--- src/rtl/exec_trace_streamer.sv ---
// Execution-trace capture FIFO plus a 3-word valid/ready streamer (PC, instruction, writeback).
// Records that arrive while the FIFO is full and nothing is leaving are counted as drops.
module exec_trace_streamer #(
  parameter int unsigned DEPTH  = 16,
  parameter int unsigned ADDR_W = 4
) (
  input  logic              Clk,
  input  logic              Reset_n,
  input  logic [31:0]       PCOut,
  input  logic [31:0]       Instruction,
  input  logic [31:0]       RegWriteData,
  input  logic              CaptureEn,
  input  logic              Flush,
  input  logic              TxReady,
  output logic              TxValid,
  output logic [31:0]       TxData,
  output logic              TxLast,
  output logic [ADDR_W:0]   Count,
  output logic              Full,
  output logic              Empty,
  output logic [15:0]       DropCount
);

  typedef enum logic [1:0] {StIdle, StPc, StInstr, StWb} state_e;

  localparam logic [ADDR_W:0] FullCount = (ADDR_W + 1)'(DEPTH);

  logic [95:0]       mem_q [DEPTH];
  logic [ADDR_W-1:0] wr_ptr_q, rd_ptr_q;
  logic [ADDR_W:0]   count_q, count_d;
  logic [15:0]       drop_q;
  state_e            state_q, state_d;
  // Only instruction and writeback are kept; the PC word goes straight to TxData on load.
  logic [63:0]       hold_q, hold_d;
  logic              tx_valid_q, tx_valid_d;
  logic              tx_last_q, tx_last_d;
  logic [31:0]       tx_data_q, tx_data_d;
  logic              push, pop, drop, hs;
  logic [95:0]       head;

  assign Count     = count_q;
  assign Full      = (count_q == FullCount);
  assign Empty     = (count_q == '0);
  assign DropCount = drop_q;
  assign TxValid   = tx_valid_q;
  assign TxData    = tx_data_q;
  assign TxLast    = tx_last_q;

  assign head = mem_q[rd_ptr_q];
  assign hs   = tx_valid_q & TxReady;

  always_comb begin
    state_d    = state_q;
    hold_d     = hold_q;
    tx_valid_d = tx_valid_q;
    tx_last_d  = tx_last_q;
    tx_data_d  = tx_data_q;
    pop        = 1'b0;
    if (Flush) begin
      state_d    = StIdle;
      tx_valid_d = 1'b0;
      tx_last_d  = 1'b0;
      tx_data_d  = '0;
    end else begin
      unique case (state_q)
        StIdle: pop = ~Empty;
        StPc: if (hs) begin
          state_d   = StInstr;
          tx_data_d = hold_q[63:32];
        end
        StInstr: if (hs) begin
          state_d   = StWb;
          tx_data_d = hold_q[31:0];
          tx_last_d = 1'b1;
        end
        StWb: if (hs) begin
          pop        = ~Empty;
          state_d    = StIdle;
          tx_valid_d = 1'b0;
          tx_last_d  = 1'b0;
          tx_data_d  = '0;
        end
        default: state_d = StIdle;
      endcase
      // Loading from IDLE or straight after a writeback handshake keeps the stream gap-free.
      if (pop) begin
        hold_d     = head[63:0];
        state_d    = StPc;
        tx_valid_d = 1'b1;
        tx_last_d  = 1'b0;
        tx_data_d  = head[95:64];
      end
    end
  end

  assign push = CaptureEn & ~Flush & (~Full | pop);
  assign drop = CaptureEn & ~Flush & Full & ~pop;

  always_comb begin
    count_d = count_q;
    unique case ({push, pop})
      2'b10:   count_d = count_q + (ADDR_W + 1)'(1);
      2'b01:   count_d = count_q - (ADDR_W + 1)'(1);
      default: count_d = count_q;
    endcase
  end

  always_ff @(posedge Clk) begin
    if (push) mem_q[wr_ptr_q] <= {PCOut, Instruction, RegWriteData};
  end

  always_ff @(posedge Clk or negedge Reset_n) begin
    if (!Reset_n) begin
      wr_ptr_q   <= '0;
      rd_ptr_q   <= '0;
      count_q    <= '0;
      drop_q     <= '0;
      state_q    <= StIdle;
      hold_q     <= '0;
      tx_valid_q <= 1'b0;
      tx_last_q  <= 1'b0;
      tx_data_q  <= '0;
    end else begin
      state_q    <= state_d;
      hold_q     <= hold_d;
      tx_valid_q <= tx_valid_d;
      tx_last_q  <= tx_last_d;
      tx_data_q  <= tx_data_d;
      if (Flush) begin
        wr_ptr_q <= '0;
        rd_ptr_q <= '0;
        count_q  <= '0;
        drop_q   <= '0;
      end else begin
        count_q <= count_d;
        if (push) wr_ptr_q <= wr_ptr_q + ADDR_W'(1);
        if (pop)  rd_ptr_q <= rd_ptr_q + ADDR_W'(1);
        if (drop && drop_q != 16'hFFFF) drop_q <= drop_q + 16'd1;
      end
    end
  end

endmodule

--- config.mk ---
export PLATFORM = sky130hd
export DESIGN_NAME = exec_trace_streamer
export DESIGN_NICKNAME = d
export VERILOG_FILES = /design/src/rtl/exec_trace_streamer.sv
export SDC_FILE = /design/constraint.sdc
export NUM_CORES = 2
export LEC_CHECK = 0
export ABC_AREA = 1
export CAP_MARGIN = 40
export CORE_MARGIN = 5
export CORE_UTILIZATION = 35
export CTS_CLUSTER_DIAMETER = 80
export DETAILED_ROUTE_END_ITERATION = 10
export SYNTH_ARGS = -nofsm -noshare
export SYNTH_HDL_FRONTEND = slang
export SYNTH_SLANG_ARGS = --single-unit
--- constraint.sdc ---
create_clock -name Clk -period 8.85 [get_ports Clk]
set_clock_uncertainty 0.15 [all_clocks]
set_input_delay 2.2125 -clock Clk [delete_from_list [all_inputs] [get_ports Clk]]
set_output_delay 2.2125 -clock Clk [all_outputs]
set_load 0.05 [all_outputs]
==> impl_results.md <==
- Total number of vias: about 43000
- Die span in y: between 400 and 500 um
- Critical Path RT: about 9100 ps
- Syn Nets: around 5800
- Largest net degree at the start of global routing: about 250
- # clock sinks: roughly 1700
- Post-Layout Inst Area: ~0.077 sq mm
- Tcrit/Tclk final: 60.85%
- Worst R2R Path Depth: 9
- H-tree Lvls: 4
- Final min period: 5385 ps
- Synth Area in XOR/XNOR: 0.2214%
- Sequential Power Share: between 40 and 50%
- CTS Hold Bufs: 0
- Fraction of layout cells with a size suffix above 1: just over 6%
- Most frequent cells in the layout: 1767 x nand2_1, 1536 x edfxtp_1, 481 x nor2_1
- CP Depth: 8
- Cell at the root of the clock tree: clkbuf_16
- Final Core Density: around 40%
- Worst reg2reg startpoint: rd_ptr_q[0]$_DFFE_PN0P_
- Hold Violations, Final: 0
- Status: complete, but fails checks
- Max-slew headroom: ~6.7%
- Simple-Gate Fraction of Synth Area: 16.81%
- Port Buffers: around 160
- Filler instances: ~18000
- Actual slew at the worst max-slew pin: between 1000 and 1500 ps
- Highest ir drop seen on vdd: roughly 240 uV
- Avg Cell Area, Syn: ~12 sq um
- Worst setup EP type: register
- Max Cap Viol: 0
- Hold Crit Depth: 2
- Clock Path Buffers: 3
- GR Overflow Total: 0
- Post-synthesis sequential area ratio: around three quarters
- WP buf/inv: 4
- Net Sw Power: roughly 6700 uW
- Die ar.: ~0.20 sq mm
- Commonest non-fill, non-tap cell in the layout: nand2_1
- Cells after Synth: roughly 5700
- # DRC: 2
- Hold path start: TxData[24]$_DFFE_PN0P_
- First-pass GRT wire length: about 280000 um
- Placed Area: about 0.071 sq mm
- Vias in the first global route: ~42000
- Antenna violation net count after detailed routing: 0
- CP Max Fanout: 39
- Initial antenna violation count: 19
- DRT iter0 DRCs: 4474
- Worst path max stage delay: 760 ps
- Worst EP arrival: approximately 5700 ps
- Number of setup buffers added after CTS: 0
- Total Nets Final: between 5000 and 6000
- Detailed placement HPWL: around 100000 um
- Synth Register Bits: between 1500 and 2000
- CP Launch Type: primary input
- Pins Over Slew Limit: 0
- Failing checks: design-rule violations
- Largest family of logic cells by synthesized area: simple AND/OR/NAND/NOR gates
- Routability cong.: roughly 0.85
- Power Density: 270.4 mW/mm^2
- Crit-path cells: clkdlybuf4s50_1 > inv_4 > nand4_4 > a21oi_2 > nand2_1 > nor2_4 > buf_4 > buf_4
- DR pass1 iterations: 9
- Comb pwr share: 21.4%
- Sw Ratio: around a third
- Synth cell types: 39
- Num rows: 160
- Initial Utilization: 35.29%
- Worst-Skew Late Latency: 800 ps
- Total power: approximately 21000 uW
- Die X: approximately 450 um
- Warnings from Yosys: 0
- Synth Area in Compound Gates: under 10%
- Achievable frequency: 185.7 MHz
- Placed cells: between 8000 and 9000
- Post-CTS sizing: 0
- Core box area: between 0.15 and 0.2 sq mm
- Crit Path Class: primary input to register
- TritonCTS Buffers: approximately 170
- Mapped cell area: between 0.06 and 0.07 sq mm
- P_int: about 14000 uW
- Post-synthesis adder-cell area fraction: 0.3088%
- Total track usage: 18.41%
- Avg Vias per Cell: 5.132
- Clock transition at the registers of the reported paths: roughly 60 ps
- Hold Crit Class: register to register
- CTS tree: yes
- LEAKAGE: 0.02773 uW
- IO Count: roughly 160
- Slowest-stage cell, CP: clkdlybuf4s50_1
- Crit path top cell by count: buf_4
- Area Growth Syn to Fin: 14.13%
- CP delay by family, top: buffers and inverters
- Multiplexer share of the synthesized area: 0%
- Worst setup startpoint: Flush
- Final setup viols: 0
- Fraction of power consumed by the clock network: about a third
- Final setup TNS: 0 ps
- WL per Instance: around 22 um
- RSZ-0062 raised after global routing: false
- Final cell count without fillers: 8439
- Post-Route WL: between 150000 and 200000 um
[worst paths after layout]
kind	endpoint	slack [ps]
setup / recovery	mem_q[8][7]$_DFFE_PP_	3470
hold / removal	TxData[24]$_DFFE_PN0P_	330
setup reg to reg	hold_q[61]$_DFFE_PN0N_	4660
hold reg to reg	TxData[24]$_DFFE_PN0P_	330
max in group asynchronous	hold_q[44]$_DFFE_PN0N_	5390
min in group asynchronous	DropCount[9]$_DFFE_PN0P_	1200
[stage by stage]
stage	worst slack, ps	hold WS, ps
after floorplan	1122	299.4
after global placement	2590	316.0
after detailed placement	2578	315.1
after CTS	3464	331.1
after global routing	3258	343.7
final	3465	332.9
[cell families after synthesis]
kind of cell               Yosys count
xor gates and xnor gates            17
DFF                               1665
AOI/OAI and AO/OA                  669
and+or+nand+nor                   2804
buffers and inverters              530
adders and majority gates           16
[synthesized netlist by cell type]
cell type	count	area share [%]
inv_4	1	0.0093
xnor2_1	3	0.039
a21oi_1	196	1.5
nand3b_1	1	0.011
nand4_1	3	0.028
buf_1	7	0.039
o21ai_1	5	0.037
a211oi_1	64	0.71
fa_1	1	0.030
inv_2	5	0.028
nor2_4	2	0.033
o21ai_2	4	0.052
xor2_1	14	0.18
buf_8	3	0.067
nor3_1	102	0.76
buf_6	28	0.47
nand4_4	1	0.032
inv_12	1	0.024
nor2_2	6	0.056
a21oi_2	1	0.013
nand2_1	1767	9.9
inv_1	193	1.1
nand3_2	4	0.060
nor2_1	498	2.8
dfrtp_1	129	4.8
nor3b_1	1	0.011
buf_2	167	1.2
clkbuf_1	103	0.57
buf_4	21	0.23
nand3_4	1	0.026
nand3_1	410	3.1
nand2_2	4	0.037
ha_1	15	0.28
o22ai_1	129	1.2
or2_2	1	0.0093
o21ai_0	270	2.0
edfxtp_1	1536	69
nand2_4	3	0.050
buf_12	1	0.030
[worst reg2reg max path, stage by stage, from the launching register on]
cell and delay [ps]:
dfrtp_4 560, buf_4 690, buf_4 760, buf_12 590
o21ai_0 820, o22ai_1 230, nand2_1 80, nand2_1 100
nand3_1 80, nand2_1 70
[sequential cells by signal, indices dropped and copies added (netlist names)]
register and cells:
wr_ptr_q 4, rd_ptr_q 4, state_q 2, hold_q 64, mem_q 1536, TxData 32, DropCount 16, TxValid 1
TxLast 1, Count 5
[per-layer routing]
metal	GRT usage (%)	share of wire (%)	vias to the layer above
li1	-	-	19931
met1	25.04	42	21455
met2	29.71	47	1573
met3	3.032	6.7	339
met4	7.142	3.8	8
met5	0	0.028	-
[power groups by stage]
stage	Combinational [uW]	Clock (uW)	Sequential (uW)
after floorplan	3020	0	9370
after global placement	4310	0	9480
after detailed placement	4430	0	9470
after CTS	4450	7110	9310
after global routing	4920	7440	9320
final	4430	7000	9320
[area by class of cell]
type                       instances  area (sq um)  share of cell area, %
clock buffer                     235          4629                  6.031
sequential                      1665         49360                  64.31
antenna                            9         22.52                0.02934
tap                             2511          3142                  4.093
clock inverter                    82         814.5                  1.061
inverter                         200         800.8                  1.043
multi-input combinational       3506         15490                  20.19
timing repair buffer             231          2489                  3.242
Power figures use the tool's default switching activity.
